### src/rtl/dict_finder_pkg.sv
// Shared types and constants for the dictionary finder.
package dict_finder_pkg;

   typedef enum logic [3:0] {
      ST_IDLE,
      ST_SKIP,
      ST_TOK,
      ST_LNK0,
      ST_LNK1,
      ST_LEN,
      ST_NAME,
      ST_OP,
      ST_DONE
   } fnd_state_e;

   localparam logic [15:0] LFA_END = 16'hffff;
   localparam logic [7:0]  ASC_SPC = 8'h20;
   localparam logic [7:0]  ASC_NUL = 8'h00;

   function automatic logic is_delim(input logic [7:0] b);
      return (b != ASC_NUL) && (b <= ASC_SPC);
   endfunction

endpackage

### src/rtl/mb8_io.sv
// 8-bit memory bus: registered address, read data returned one cycle later.
interface mb8_io #(parameter int ASZ = 17) ();
   logic           we;
   logic [ASZ-1:0] ai;
   logic [7:0]     vi;
   logic [7:0]     vo;

   modport master (output we, output ai, output vi, input vo);
   modport slave  (input we, input ai, input vi, output vo);
endinterface

### src/rtl/dict_tokbuf.sv
// Token byte store with an indexed equality compare used during name matching.
module dict_tokbuf #(
   parameter int TKSZ = 16
) (
   input  logic                    clk_i,
   input  logic                    rst_ni,
   input  logic                    we_i,
   input  logic [$clog2(TKSZ)-1:0] widx_i,
   input  logic [7:0]              wdat_i,
   input  logic [$clog2(TKSZ)-1:0] ridx_i,
   input  logic [7:0]              cmp_i,
   output logic                    eq_o
);

   logic [7:0] buf_q [TKSZ];

   always_ff @(posedge clk_i or negedge rst_ni) begin
      if (!rst_ni) begin
         for (int i = 0; i < TKSZ; i++) buf_q[i] <= '0;
      end else if (we_i) begin
         buf_q[widx_i] <= wdat_i;
      end
   end

   assign eq_o = (buf_q[ridx_i] == cmp_i);

endmodule

### src/rtl/dict_finder.sv
// Parses one token from the TIB and searches the linked dictionary for it.
// state | meaning
// IDLE  | waiting for en
// SKIP  | skipping leading delimiters
// TOK   | collecting token bytes
// LNK0  | reading link low byte (after refill)
// LNK1  | reading link high byte
// LEN   | comparing entry length with token length
// NAME  | comparing name bytes
// OP    | reading opcode at PFA
// DONE  | results valid, one cycle
module dict_finder
   import dict_finder_pkg::*;
#(
   parameter int ASZ  = 17,
   parameter int TKSZ = 16
) (
   input  logic           clk_i,
   input  logic           rst_ni,
   mb8_io.master          b8_if,
   input  logic           en_i,
   input  logic [ASZ-1:0] tib_ptr_i,
   input  logic [ASZ-1:0] ctx_i,
   output logic           bsy_o,
   output logic           done_o,
   output logic           hit_o,
   output logic           eot_o,
   output logic [7:0]     op_o,
   output logic [ASZ-1:0] pfa_o,
   output logic [7:0]     tok_len_o,
   output logic [ASZ-1:0] next_ptr_o
);

   localparam int IW = $clog2(TKSZ);

   fnd_state_e     state_q, state_d;
   logic [ASZ-1:0] ai_q, ai_d, ctx_q, ctx_d, pfa_q, pfa_d, nxt_q, nxt_d;
   logic           fill_q, fill_d, hit_q, hit_d, eot_q, eot_d;
   logic [15:0]    lnk_q, lnk_d;
   logic [7:0]     len_q, len_d, op_q, op_d, tlen_q, tlen_d;
   logic [IW-1:0]  idx_q, idx_d;
   logic           tb_we, tb_eq;
   logic [7:0]     rd;
   logic [ASZ-1:0] ai_inc, cur_addr, lnk_addr;

   assign rd       = b8_if.vo;
   assign ai_inc   = ai_q + ASZ'(1);
   // ai runs one byte ahead of the data being consumed
   assign cur_addr = ai_q - ASZ'(1);
   assign lnk_addr = {{(ASZ-16){1'b0}}, lnk_q};

   dict_tokbuf #(.TKSZ(TKSZ)) u_tokbuf (
      .clk_i  (clk_i),
      .rst_ni (rst_ni),
      .we_i   (tb_we),
      .widx_i (tlen_q[IW-1:0]),
      .wdat_i (rd),
      .ridx_i (idx_q),
      .cmp_i  (rd),
      .eq_o   (tb_eq)
   );

   always_comb begin
      state_d = state_q;
      ai_d    = ai_q;
      fill_d  = 1'b0;
      ctx_d   = ctx_q;
      lnk_d   = lnk_q;
      len_d   = len_q;
      idx_d   = idx_q;
      hit_d   = hit_q;
      eot_d   = eot_q;
      op_d    = op_q;
      pfa_d   = pfa_q;
      tlen_d  = tlen_q;
      nxt_d   = nxt_q;
      tb_we   = 1'b0;
      unique case (state_q)
         ST_IDLE, ST_DONE: begin
            state_d = ST_IDLE;
            if (en_i) begin
               state_d = ST_SKIP;
               ai_d    = tib_ptr_i;
               fill_d  = 1'b1;
               ctx_d   = ctx_i;
               hit_d   = 1'b0;
               eot_d   = 1'b0;
               op_d    = '0;
               pfa_d   = '0;
               tlen_d  = '0;
               nxt_d   = '0;
            end
         end
         ST_SKIP: begin
            ai_d = ai_inc;
            if (!fill_q) begin
               if (rd == ASC_NUL) begin
                  eot_d   = 1'b1;
                  nxt_d   = cur_addr;
                  state_d = ST_DONE;
               end else if (!is_delim(rd)) begin
                  tb_we   = 1'b1;
                  tlen_d  = 8'd1;
                  state_d = ST_TOK;
               end
            end
         end
         ST_TOK: begin
            if (rd == ASC_NUL || is_delim(rd)) begin
               nxt_d = cur_addr;
               if (tlen_q > 8'(TKSZ) || ctx_q[15:0] == LFA_END) begin
                  state_d = ST_DONE;
               end else begin
                  ai_d    = ctx_q;
                  fill_d  = 1'b1;
                  state_d = ST_LNK0;
               end
            end else begin
               ai_d  = ai_inc;
               tb_we = (tlen_q < 8'(TKSZ));
               if (tlen_q != 8'hff) tlen_d = tlen_q + 8'd1;
            end
         end
         ST_LNK0: begin
            ai_d = ai_inc;
            if (!fill_q) begin
               lnk_d[7:0] = rd;
               state_d    = ST_LNK1;
            end
         end
         ST_LNK1: begin
            ai_d        = ai_inc;
            lnk_d[15:8] = rd;
            state_d     = ST_LEN;
         end
         ST_LEN: begin
            if (rd != tlen_q) begin
               if (lnk_q == LFA_END) begin
                  state_d = ST_DONE;
               end else begin
                  ai_d    = lnk_addr;
                  fill_d  = 1'b1;
                  state_d = ST_LNK0;
               end
            end else begin
               ai_d    = ai_inc;
               len_d   = rd;
               idx_d   = '0;
               state_d = ST_NAME;
            end
         end
         ST_NAME: begin
            if (!tb_eq) begin
               if (lnk_q == LFA_END) begin
                  state_d = ST_DONE;
               end else begin
                  ai_d    = lnk_addr;
                  fill_d  = 1'b1;
                  state_d = ST_LNK0;
               end
            end else begin
               ai_d = ai_inc;
               if ({{(8-IW){1'b0}}, idx_q} == len_q - 8'd1) state_d = ST_OP;
               else idx_d = idx_q + 1'b1;
            end
         end
         ST_OP: begin
            hit_d   = 1'b1;
            op_d    = rd;
            pfa_d   = cur_addr;
            state_d = ST_DONE;
         end
         default: state_d = ST_IDLE;
      endcase
   end

   always_ff @(posedge clk_i or negedge rst_ni) begin
      if (!rst_ni) begin
         state_q <= ST_IDLE;
         ai_q    <= '0;
         fill_q  <= 1'b0;
         ctx_q   <= '0;
         lnk_q   <= '0;
         len_q   <= '0;
         idx_q   <= '0;
         hit_q   <= 1'b0;
         eot_q   <= 1'b0;
         op_q    <= '0;
         pfa_q   <= '0;
         tlen_q  <= '0;
         nxt_q   <= '0;
      end else begin
         state_q <= state_d;
         ai_q    <= ai_d;
         fill_q  <= fill_d;
         ctx_q   <= ctx_d;
         lnk_q   <= lnk_d;
         len_q   <= len_d;
         idx_q   <= idx_d;
         hit_q   <= hit_d;
         eot_q   <= eot_d;
         op_q    <= op_d;
         pfa_q   <= pfa_d;
         tlen_q  <= tlen_d;
         nxt_q   <= nxt_d;
      end
   end

   assign b8_if.we   = 1'b0;
   assign b8_if.vi   = '0;
   assign b8_if.ai   = ai_q;
   assign bsy_o      = !(state_q inside {ST_IDLE, ST_DONE});
   assign done_o     = (state_q == ST_DONE);
   assign hit_o      = hit_q;
   assign eot_o      = eot_q;
   assign op_o       = op_q;
   assign pfa_o      = pfa_q;
   assign tok_len_o  = tlen_q;
   assign next_ptr_o = nxt_q;

endmodule

### src/flat_wrapper.sv
// flat-port wrapper written by rule: the top's interface ports become plain ports
module dict_finder_flat import dict_finder_pkg::*;
#(
   parameter int ASZ  = 17,
   parameter int TKSZ = 16
)
  (clk_i, rst_ni, en_i, tib_ptr_i, ctx_i, bsy_o, done_o, hit_o, eot_o, op_o, pfa_o, tok_len_o, next_ptr_o, b8_if_we, b8_if_ai, b8_if_vi, b8_if_vo);
  mb8_io #(.ASZ(ASZ)) b8_if_i ();
  input  logic clk_i;
  input  logic rst_ni;
  input  logic en_i;
  input  logic [ASZ-1:0] tib_ptr_i;
  input  logic [ASZ-1:0] ctx_i;
  output logic bsy_o;
  output logic done_o;
  output logic hit_o;
  output logic eot_o;
  output logic [7:0] op_o;
  output logic [ASZ-1:0] pfa_o;
  output logic [7:0] tok_len_o;
  output logic [ASZ-1:0] next_ptr_o;
  output wire logic [$bits(b8_if_i.we)-1:0] b8_if_we;
  output wire logic [$bits(b8_if_i.ai)-1:0] b8_if_ai;
  output wire logic [$bits(b8_if_i.vi)-1:0] b8_if_vi;
  input wire logic [$bits(b8_if_i.vo)-1:0] b8_if_vo;
  assign b8_if_we = b8_if_i.we;
  assign b8_if_ai = b8_if_i.ai;
  assign b8_if_vi = b8_if_i.vi;
  assign b8_if_i.vo = b8_if_vo;
  dict_finder #(.ASZ(ASZ), .TKSZ(TKSZ)) u_core (.clk_i(clk_i), .rst_ni(rst_ni), .b8_if(b8_if_i), .en_i(en_i), .tib_ptr_i(tib_ptr_i), .ctx_i(ctx_i), .bsy_o(bsy_o), .done_o(done_o), .hit_o(hit_o), .eot_o(eot_o), .op_o(op_o), .pfa_o(pfa_o), .tok_len_o(tok_len_o), .next_ptr_o(next_ptr_o));
endmodule
### config.mk
export PLATFORM = sky130hd
export DESIGN_NAME = dict_finder_flat
export DESIGN_NICKNAME = d
export VERILOG_FILES = /design/src/rtl/dict_finder_pkg.sv /design/src/rtl/mb8_io.sv /design/src/rtl/dict_tokbuf.sv /design/src/rtl/dict_finder.sv /design/src/flat_wrapper.sv
export SDC_FILE = /design/constraint.sdc
export NUM_CORES = 1
export LEC_CHECK = 0
export ABC_AREA = 1
export BUFFER_PORTS_ARGS = -buffer_cell sky130_fd_sc_hd__buf_2
export CORE_MARGIN = 3
export CORE_UTILIZATION = 50
export CTS_CLUSTER_DIAMETER = 60
export DETAILED_ROUTE_END_ITERATION = 12
export GPL_TIMING_DRIVEN = 0
export PLACE_DENSITY_LB_ADDON = 0.1
export SLEW_MARGIN = 10
export SYNTH_ARGS = -nofsm -noshare
export SYNTH_HDL_FRONTEND = slang
export SYNTH_SLANG_ARGS = --single-unit
### constraint.sdc
create_clock -name clk_i -period 3.14 [get_ports clk_i]
set_clock_uncertainty 0.05 [all_clocks]
set_input_delay 0.157 -clock clk_i [delete_from_list [all_inputs] [get_ports clk_i]]
set_output_delay 0.157 -clock clk_i [all_outputs]
set_load 0.1 [all_outputs]
==> implementation parameters, run 1 <==
Parameter                              Value

Power and ir drop
  Clock Power Share    0.229
  Switch share    0.499
  Design internal power    0.00825 W
  Sw Pwr    0.00821 W
  Portion of total power attributed to sequential cells    0.290
  Share of power burned in combinational logic    0.481
  Worst IR Drop VDD    684 uV
  Static leakage power    7.97 nW
  Power density of the placed cells    1020 nW/um^2

Job
  # Max-Cap Violations    0

Setup path
  Crit-path max cell delay    0.59 ns
  Endpoint of the most critical register-to-register path    u_core.b8_if.ai[3]$_DFFE_PN0P_
  CP Cell Sequence    buf_4, inv_6, buf_6, o21ai_0, nand3_1, nand3_1, nand3_1, nand2_1, nand2_1, nor2_2, nand2_1, nand2_1, nand2_1, nand2_1, nand2_1, nand2_1, nand2_1
  Kind of end point of the critical path    flop
  Cell family with the largest share of critical-path delay    simple AND/OR/NAND/NOR gates
  Most frequent cell on the critical path    sky130_fd_sc_hd__nand2_1
  Number of buffers and inverters on the critical path    3
  Max FO, Critical Path    10
  Arrival time at the worst endpoint    3.38 ns
  Kind of launch point of the worst setup path    flop
  Depth of the worst register-to-register path    17
  Required time reported for the critical path endpoint    3.53 ns
  Minimum setup slack among reg-to-reg paths    0.15 ns
  Critical path startpoint    u_core.idx_q[0]$_DFFE_PN0P_
  Crit path kind    flop to flop
  Startpoint of the worst register-to-register path    u_core.idx_q[0]$_DFFE_PN0P_
  Critical Path Slowest Stage Cell    sky130_fd_sc_hd__o21ai_0

Timing
  Worst Max-Slew Pin Slew    1.09 ns
  Max Slew Vio Count    0
  Fin crit period    2.99 ns
  Worst Slack Setup Final    0.150 ns
  Final hold viol count    0
  Tcrit/Tclk final    0.952
  Unrepaired setup endpoints after global routing    false
  Rel. slew slack    0.266
  Number of failing setup endpoints in the final timing report    0
  F_max    0.334 GHz

Global route
  First-pass GRT wire length    72000 um
  Met2 track demand over resource    0.461
  Pin count of the biggest net entering global routing    90
  Gr ovfl total    0
  Antenna violations before repair    0
  Global router's overall resource usage    0.318
  Via count of the first global-routing pass    12607
  Met3 routing resource usage after global routing    0.0732
  Met1 Resource Use GR    0.477
  Busiest layer in global routing    met1

Layout
  Number of nets in the layout    2064
  Final Util    0.612
  Number of diodes added for antenna fixing    0
  Area added between synthesis and finish    18.9%
  Area of all placed cells without fillers    16200 sq um
  Share of layout cells above drive strength 1    0.144
  Top library cells by usage in the layout, fill and taps aside    sky130_fd_sc_hd__nand2_1 (556), sky130_fd_sc_hd__dfrtp_1 (247), sky130_fd_sc_hd__o21ai_0 (175)
  Final instance count without filler cells    2370
  Most common cell after layout, fill and taps aside    sky130_fd_sc_hd__nand2_1

Logic synthesis
  Mapped cell area    13600 sq um
  Post-synthesis cell type with the largest combined area    sky130_fd_sc_hd__dfrtp_1
  Largest cells by area after synthesis    sky130_fd_sc_hd__dfrtp_1 (45%), sky130_fd_sc_hd__nand2_1 (15%), sky130_fd_sc_hd__o21ai_0 (6.5%)
  Avg Cell Area, Syn    7.49 sq um
  Number of enable-type register cells in the synthesized netlist    0
  Async SR Flop Fraction    1.00
  Leading register cell type out of synthesis    sky130_fd_sc_hd__dfrtp_1
  Post-synth top area share    0.455
  Library cells used by synthesis    50
  Number of warnings printed during yosys synthesis    0
  Post-synthesis sequential area ratio    0.455
  Flip-flop and latch count after synthesis    247
  Instance count of the mapped netlist    1815

CTS
  Number of buffers on the longest clock path    3
  Clock-pin slew reported for the worst setup and hold paths after clock tree synthesis    0.06 ns
  CTS Buf Count    30
  H-Tree Level Count    1
  Total number of clock tree sinks    247
  Clock tree from TritonCTS    built
  Master cell of the clock root buffer    sky130_fd_sc_hd__clkbuf_16
  Insertion delay to the later sink of the worst-skew pair    0.56 ns
  Buffer count from post-CTS setup fixing    0

Placement
  Half-perimeter wire length after placement    33500 um
  Gpl congestion    1.03
  Port Buf Inserts    115
  Dpl ws    0.258 ns
  Post-Place Cell Area    14700 sq um
  Cell total after placement    2275

Die
  FP Rows    59
  Core ar.    26400 sq um
  Die W    171 um
  Initial core utilization    0.515
  Total die area    29200 sq um
  I/O pin count    125
  Chip height    171 um

Detailed routing
  DRC    0
  Number of optimization iterations in the first detailed-route pass    5
  Average routed wire per standard cell    19.7 um
  Overall via count from detail_route    13387
  Via density per instance    5.65
  First DRT Iteration DRCs    1504
  Detailed-route wire length    46700 um
  Antenna viol nets, final    0

Hold path
  Classification of the worst-slack hold path    primary input to asynchronous set/reset pin

Status
  Outcome    completed
## synthesized netlist by cell type, types with 11 or more instances
| master | n |
|---|---|
| sky130_fd_sc_hd__a21oi_1 | 16 |
| sky130_fd_sc_hd__buf_2 | 37 |
| sky130_fd_sc_hd__buf_4 | 17 |
| sky130_fd_sc_hd__buf_6 | 11 |
| sky130_fd_sc_hd__clkbuf_1 | 46 |
| sky130_fd_sc_hd__dfrtp_1 | 247 |
| sky130_fd_sc_hd__inv_1 | 153 |
| sky130_fd_sc_hd__inv_2 | 14 |
| sky130_fd_sc_hd__nand2_1 | 556 |
| sky130_fd_sc_hd__nand2_2 | 12 |
| sky130_fd_sc_hd__nand3_1 | 152 |
| sky130_fd_sc_hd__nand4_1 | 36 |
| sky130_fd_sc_hd__nor2_1 | 110 |
| sky130_fd_sc_hd__nor3_1 | 15 |
| sky130_fd_sc_hd__o21ai_0 | 176 |
| sky130_fd_sc_hd__o21ai_1 | 100 |
| sky130_fd_sc_hd__xor2_1 | 31 |
## state kept, by name (all words and copies together), names as in the netlist, 8 cells and up
name                   count
u_core.pfa_o              17
u_core.ctx_q              17
u_core.lnk_q              16
u_core.tok_len_o           8
u_core.len_q               8
u_core.op_o                8
u_core.b8_if.ai           17
u_core.next_ptr_o         17
u_core.u_tokbuf.buf_q    128
## worst max-delay path by stage
stage | depth (start not counted) | end | slack, ns
after floorplan | 12 | u_core.tok_len_o[6]$_DFFE_PN0P_ | 0.25
after global placement | 1 | u_core.b8_if.ai[10]$_DFFE_PN0P_ | -2.64
after detailed placement | 12 | u_core.b8_if.ai[10]$_DFFE_PN0P_ | 0.26
after CTS | 12 | u_core.b8_if.ai[10]$_DFFE_PN0P_ | 0.24
after global routing | 17 | u_core.b8_if.ai[3]$_DFFE_PN0P_ | 0.006
final | 17 | u_core.b8_if.ai[3]$_DFFE_PN0P_ | 0.15
## cells by family after synthesis
| family | share of synthesized area |
|---|---|
| other | 0.000276 |
| xor gates and xnor gates | 0.0219 |
| adders and majority gates | 0.00736 |
| and+or+nand+nor | 0.292 |
| buffers and inverters | 0.0938 |
| AOI/OAI and AO/OA | 0.130 |
| DFF | 0.455 |
## layout make-up
type | count | area, sq um
Clock inverter | 20 | 275
Timing Repair Buffer | 156 | 1030
Inverter | 170 | 643
Clock buffer | 36 | 815
Tap cell | 335 | 419
Sequential cell | 247 | 6180
Multi-Input combinational cell | 1292 | 6180
Buffer | 114 | 632
Fill cell | 2461 | 10300
## timing repair
action	in CTS	in global routing
gates resized for setup	0	2
hold endpoints to repair	116	0
endpoints found under the setup margin	0	25
hold buffers	39	0
## per-layer routing
layer  up-vias  part of all wire
li1       6270                 -
met2       660              0.42
met5         -                 0
met3       112              0.10
met4         0             0.033
met1      6345              0.45
## metrics by stage
stage | power [W] | hold slack (ns) | TNS [ns]
CTS | 0.0164 | 0.142 | 0
global placement | 0.0124 | 0.311 | -645.22
floorplan | 0.0105 | -0.189 | 0
finish | 0.0165 | 0.108 | 0
detailed placement | 0.0125 | 0.123 | 0
global route | 0.0175 | 0.158 | 0
## power groups by stage
| stage | Clock [W] | Sequential (W) | Combinational [W] |
|---|---|---|---|
| after floorplan | 0 | 0.00657 | 0.00397 |
| after global placement | 0 | 0.00477 | 0.00764 |
| after detailed placement | 0 | 0.00478 | 0.00775 |
| after CTS | 0.00380 | 0.00474 | 0.00781 |
| after global routing | 0.00394 | 0.00486 | 0.00864 |
| final | 0.00377 | 0.00477 | 0.00792 |
Power figures use the tool's default switching activity.
==> run 2, diff against run 1 <==
--- a/config.mk
+++ b/config.mk
@@ -6,11 +6,11 @@
 export NUM_CORES = 1
 export LEC_CHECK = 0
 export ABC_AREA = 1
-export BUFFER_PORTS_ARGS = -buffer_cell sky130_fd_sc_hd__buf_2
 export CORE_MARGIN = 3
 export CORE_UTILIZATION = 50
 export CTS_CLUSTER_DIAMETER = 60
 export DETAILED_ROUTE_END_ITERATION = 12
+export DONT_BUFFER_PORTS = 1
 export GPL_TIMING_DRIVEN = 0
 export PLACE_DENSITY_LB_ADDON = 0.1
 export SLEW_MARGIN = 10
==> implementation parameters, run 2 (synthesized netlist as in run 1, its figures left out) <==
Parameter                              Value

Layout
  Number of diodes added for antenna fixing    0 (unchanged)
  Number of flip-flops in the largest register    128 (unchanged)
  Most flop-heavy register    u_core.u_tokbuf.buf_q
  Top library cells by usage in the layout, fill and taps aside    sky130_fd_sc_hd__nand2_1 (556), sky130_fd_sc_hd__dfrtp_1 (224), sky130_fd_sc_hd__o21ai_0 (176)
  Share of layout cells above drive strength 1    0.104 (-0.0401)
  Layout filler cell count    2528 (+2.7%)
  Area added between synthesis and finish    14.0%
  Number of nets in the layout    1948 (-5.6%)
  Final Util    0.587 (-0.0254)
  Final instance count without filler cells    2251 (-5.0%)
  Most common cell after layout, fill and taps aside    sky130_fd_sc_hd__nand2_1

Setup path
  Crit path depth    16 (-1)
  Depth of the worst register-to-register path    16 (-1)
  Kind of end point of the critical path    flop
  Critical path startpoint    u_core.idx_q[0]$_DFFE_PN0P_
  CP Capture Point    u_core.b8_if.ai[8]$_DFFE_PN0P_
  Kind of launch point of the worst setup path    flop
  Crit-path max cell delay    0.56 ns (-0.03 ns)
  Number of buffers and inverters on the critical path    4 (+1)
  Critical Path Slowest Stage Cell    sky130_fd_sc_hd__o21ai_0
  Endpoint of the most critical register-to-register path    u_core.b8_if.ai[8]$_DFFE_PN0P_
  Cell family with the largest share of critical-path delay    simple AND/OR/NAND/NOR gates
  CP Cell Sequence    buf_4, inv_6, buf_6, o21ai_0, nand3_1, nand3_1, nand3_1, nand2_1, nand2_1, nor2_2, nand2_1, buf_2, nand3_1, nand2_1, o21ai_1, nand2_1
  Minimum setup slack among reg-to-reg paths    0.04 ns (-0.10 ns)
  Most frequent cell on the critical path    sky130_fd_sc_hd__nand2_1
  Arrival time at the worst endpoint    3.48 ns (+0.10 ns)
  Required time reported for the critical path endpoint    3.52 ns (about the same)
  Crit path kind    flop to flop
  Max FO, Critical Path    10 (unchanged)
  Startpoint of the worst register-to-register path    u_core.idx_q[0]$_DFFE_PN0P_

Hold path
  Classification of the worst-slack hold path    primary input to asynchronous set/reset pin

Detailed routing
  Via density per instance    5.74 (+1.6%)
  Detailed-route wire length    46200 um (-0.99%)
  Antenna viol nets, final    0 (unchanged)
  DRC    0 (unchanged)
  Overall via count from detail_route    12920 (-3.5%)
  Number of optimization iterations in the first detailed-route pass    6 (+1)
  First DRT Iteration DRCs    1566 (+4.1%)
  Average routed wire per standard cell    20.5 um (+4.2%)

Timing
  Final hold viol count    247 (+247)
  Fin crit period    3.10 ns (+0.105 ns)
  Rel. slew slack    0.183 (-0.0828)
  Number of failing setup endpoints in the final timing report    0 (unchanged)
  Worst Max-Slew Pin Slew    1.22 ns (+0.138 ns)
  Hold slack final    -0.754 ns (-0.862 ns)
  Tcrit/Tclk final    0.986 (+0.0334)
  Max Slew Vio Count    0 (unchanged)
  Setup TNS after final layout    0 ns (unchanged)
  F_max    0.323 GHz (-3.4%)
  Unrepaired setup endpoints after global routing    false

Die
  Core ar.    26400 sq um (unchanged)
  Total die area    29200 sq um (unchanged)
  Die W    171 um (unchanged)
  Initial core utilization    0.515 (unchanged)
  FP Rows    59 (unchanged)
  I/O pin count    125 (unchanged)
  Chip height    171 um (unchanged)

CTS
  Clock tree from TritonCTS    built
  Clock-pin slew reported for the worst setup and hold paths after clock tree synthesis    0.06 ns (about the same)
  CTS Buf Count    30 (unchanged)
  Master cell of the clock root buffer    sky130_fd_sc_hd__clkbuf_16
  H-Tree Level Count    1 (unchanged)
  Number of buffers on the longest clock path    3 (unchanged)
  Count of hold-fix buffers inserted at cts    40 (+2.6%)
  Total number of clock tree sinks    247 (unchanged)
  Insertion delay to the later sink of the worst-skew pair    0.56 ns (about the same)

Power and ir drop
  Clock Power Share    0.214 (-0.015)
  Share of power burned in combinational logic    0.349 (-0.132)
  PnR Total Power    0.0158 W (-4.0%)
  Sw Pwr    0.00803 W (-2.1%)
  Worst IR Drop VDD    893 uV (+31%)
  Design internal power    0.00776 W (-5.9%)
  Static leakage power    7.33 nW (-8.0%)
  Portion of total power attributed to sequential cells    0.437 (+0.147)
  Switch share    0.509 (+0.00993)
  Power density of the placed cells    1020 nW/um^2 (+0.13%)

Placement
  Port Buf Inserts    0 (-100%)
  Cell total after placement    2158 (-5.1%)
  Gpl congestion    0.977 (-5.1%)
  Half-perimeter wire length after placement    32600 um (-2.5%)

Global route
  Via count of the first global-routing pass    11992 (-4.9%)
  Antenna violations before repair    0 (unchanged)
  Gr ovfl total    0 (unchanged)
  Global router's overall resource usage    0.314 (-0.00401)
  Pin count of the biggest net entering global routing    248 (+180%)
  First-pass GRT wire length    70800 um (-1.6%)

Status
  Outcome    finished with violations
  Failing checks    negative hold slack

Job
  # Max-Cap Violations    0 (unchanged)
run 2: cell types whose count changed in the layout (fill, tap and decap cells not counted), moves of 4 or more:
cell / change
sky130_fd_sc_hd__buf_2: -114
sky130_fd_sc_hd__dfrtp_2: +14
sky130_fd_sc_hd__dfrtp_4: +9
sky130_fd_sc_hd__dfrtp_1: -23
sky130_fd_sc_hd__bufinv_16: -4
run 2: final cells by class:
type | count | area [sq um] | area share
plain buffers | 114 | 636 | 0.0410
inverters | 170 | 643 | 0.0415
well taps | 335 | 419 | 0.0270
flip-flops and latches | 247 | 6230 | 0.402
repair buffers | 40 | 400 | 0.0258
multi-input cells | 1292 | 6210 | 0.400
clock buffers | 45 | 878 | 0.0567
clock inverters | 8 | 85.1 | 0.00549
run 2: power groups by stage:
stage          logic, W  clock network [W]  registers (W)
2_1_floorplan   0.00397                  0        0.00657
3_3_place_gp    0.00519                  0        0.00687
3_5_place_dp    0.00529                  0        0.00688
4_1_cts         0.00534            0.00342        0.00685
5_1_grt         0.00617            0.00356        0.00700
6_report        0.00551            0.00338        0.00690
run 2: worst reg2reg max path, stage by stage (launching register included):
cell and delay [ns]:
sky130_fd_sc_hd__dfrtp_1 0.40, sky130_fd_sc_hd__buf_4 0.20, sky130_fd_sc_hd__inv_6 0.08, sky130_fd_sc_hd__buf_6 0.16, sky130_fd_sc_hd__o21ai_0 0.56, sky130_fd_sc_hd__nand3_1 0.14
sky130_fd_sc_hd__nand3_1 0.19, sky130_fd_sc_hd__nand3_1 0.11, sky130_fd_sc_hd__nand2_1 0.08, sky130_fd_sc_hd__nand2_1 0.06, sky130_fd_sc_hd__nor2_2 0.15, sky130_fd_sc_hd__nand2_1 0.14
sky130_fd_sc_hd__buf_2 0.23, sky130_fd_sc_hd__nand3_1 0.10, sky130_fd_sc_hd__nand2_1 0.06, sky130_fd_sc_hd__o21ai_1 0.19, sky130_fd_sc_hd__nand2_1 0.08
run 2: through the flow:
step,setup WS [ns],cell area (sq um)
after global placement,-0.463,14000
final,0.0449,15500
after detailed placement,-0.456,14100
after global routing,0.00425,15500
after floorplan,0.251,13600
after CTS,0.000470,15400
run 2: worst min-delay path by stage:
stage / cells after the start / slack [ns] / start / to
6_report: 0 / -0.75 / rst_ni / u_core.u_tokbuf.buf_q[118]$_DFFE_PN0P_
5_1_grt: 0 / -0.77 / rst_ni / u_core.u_tokbuf.buf_q[114]$_DFFE_PN0P_
4_1_cts: 0 / -0.76 / rst_ni / u_core.u_tokbuf.buf_q[85]$_DFFE_PN0P_
3_5_place_dp: 0 / -0.18 / rst_ni / u_core.u_tokbuf.buf_q[113]$_DFFE_PN0P_
3_3_place_gp: 0 / -0.18 / rst_ni / u_core.u_tokbuf.buf_q[113]$_DFFE_PN0P_
2_1_floorplan: 0 / -0.19 / rst_ni / u_core.b8_if.ai[0]$_DFFE_PN0P_
run 2: routing by layer:
metal	vias to the layer above	track usage	share of wire
li1	6033	-	-
met1	6138	0.480	0.45
met2	668	0.450	0.41
met3	81	0.0744	0.11
met4	0	0.0780	0.026
met5	-	0	0
run 2: what timing repair did:
item / in CTS / in global routing
buffers inserted: 0 / 0
setup endpoints to repair: 35 / 23
resized for setup: 18 / 26
endpoints found under the hold margin: 288 / 247
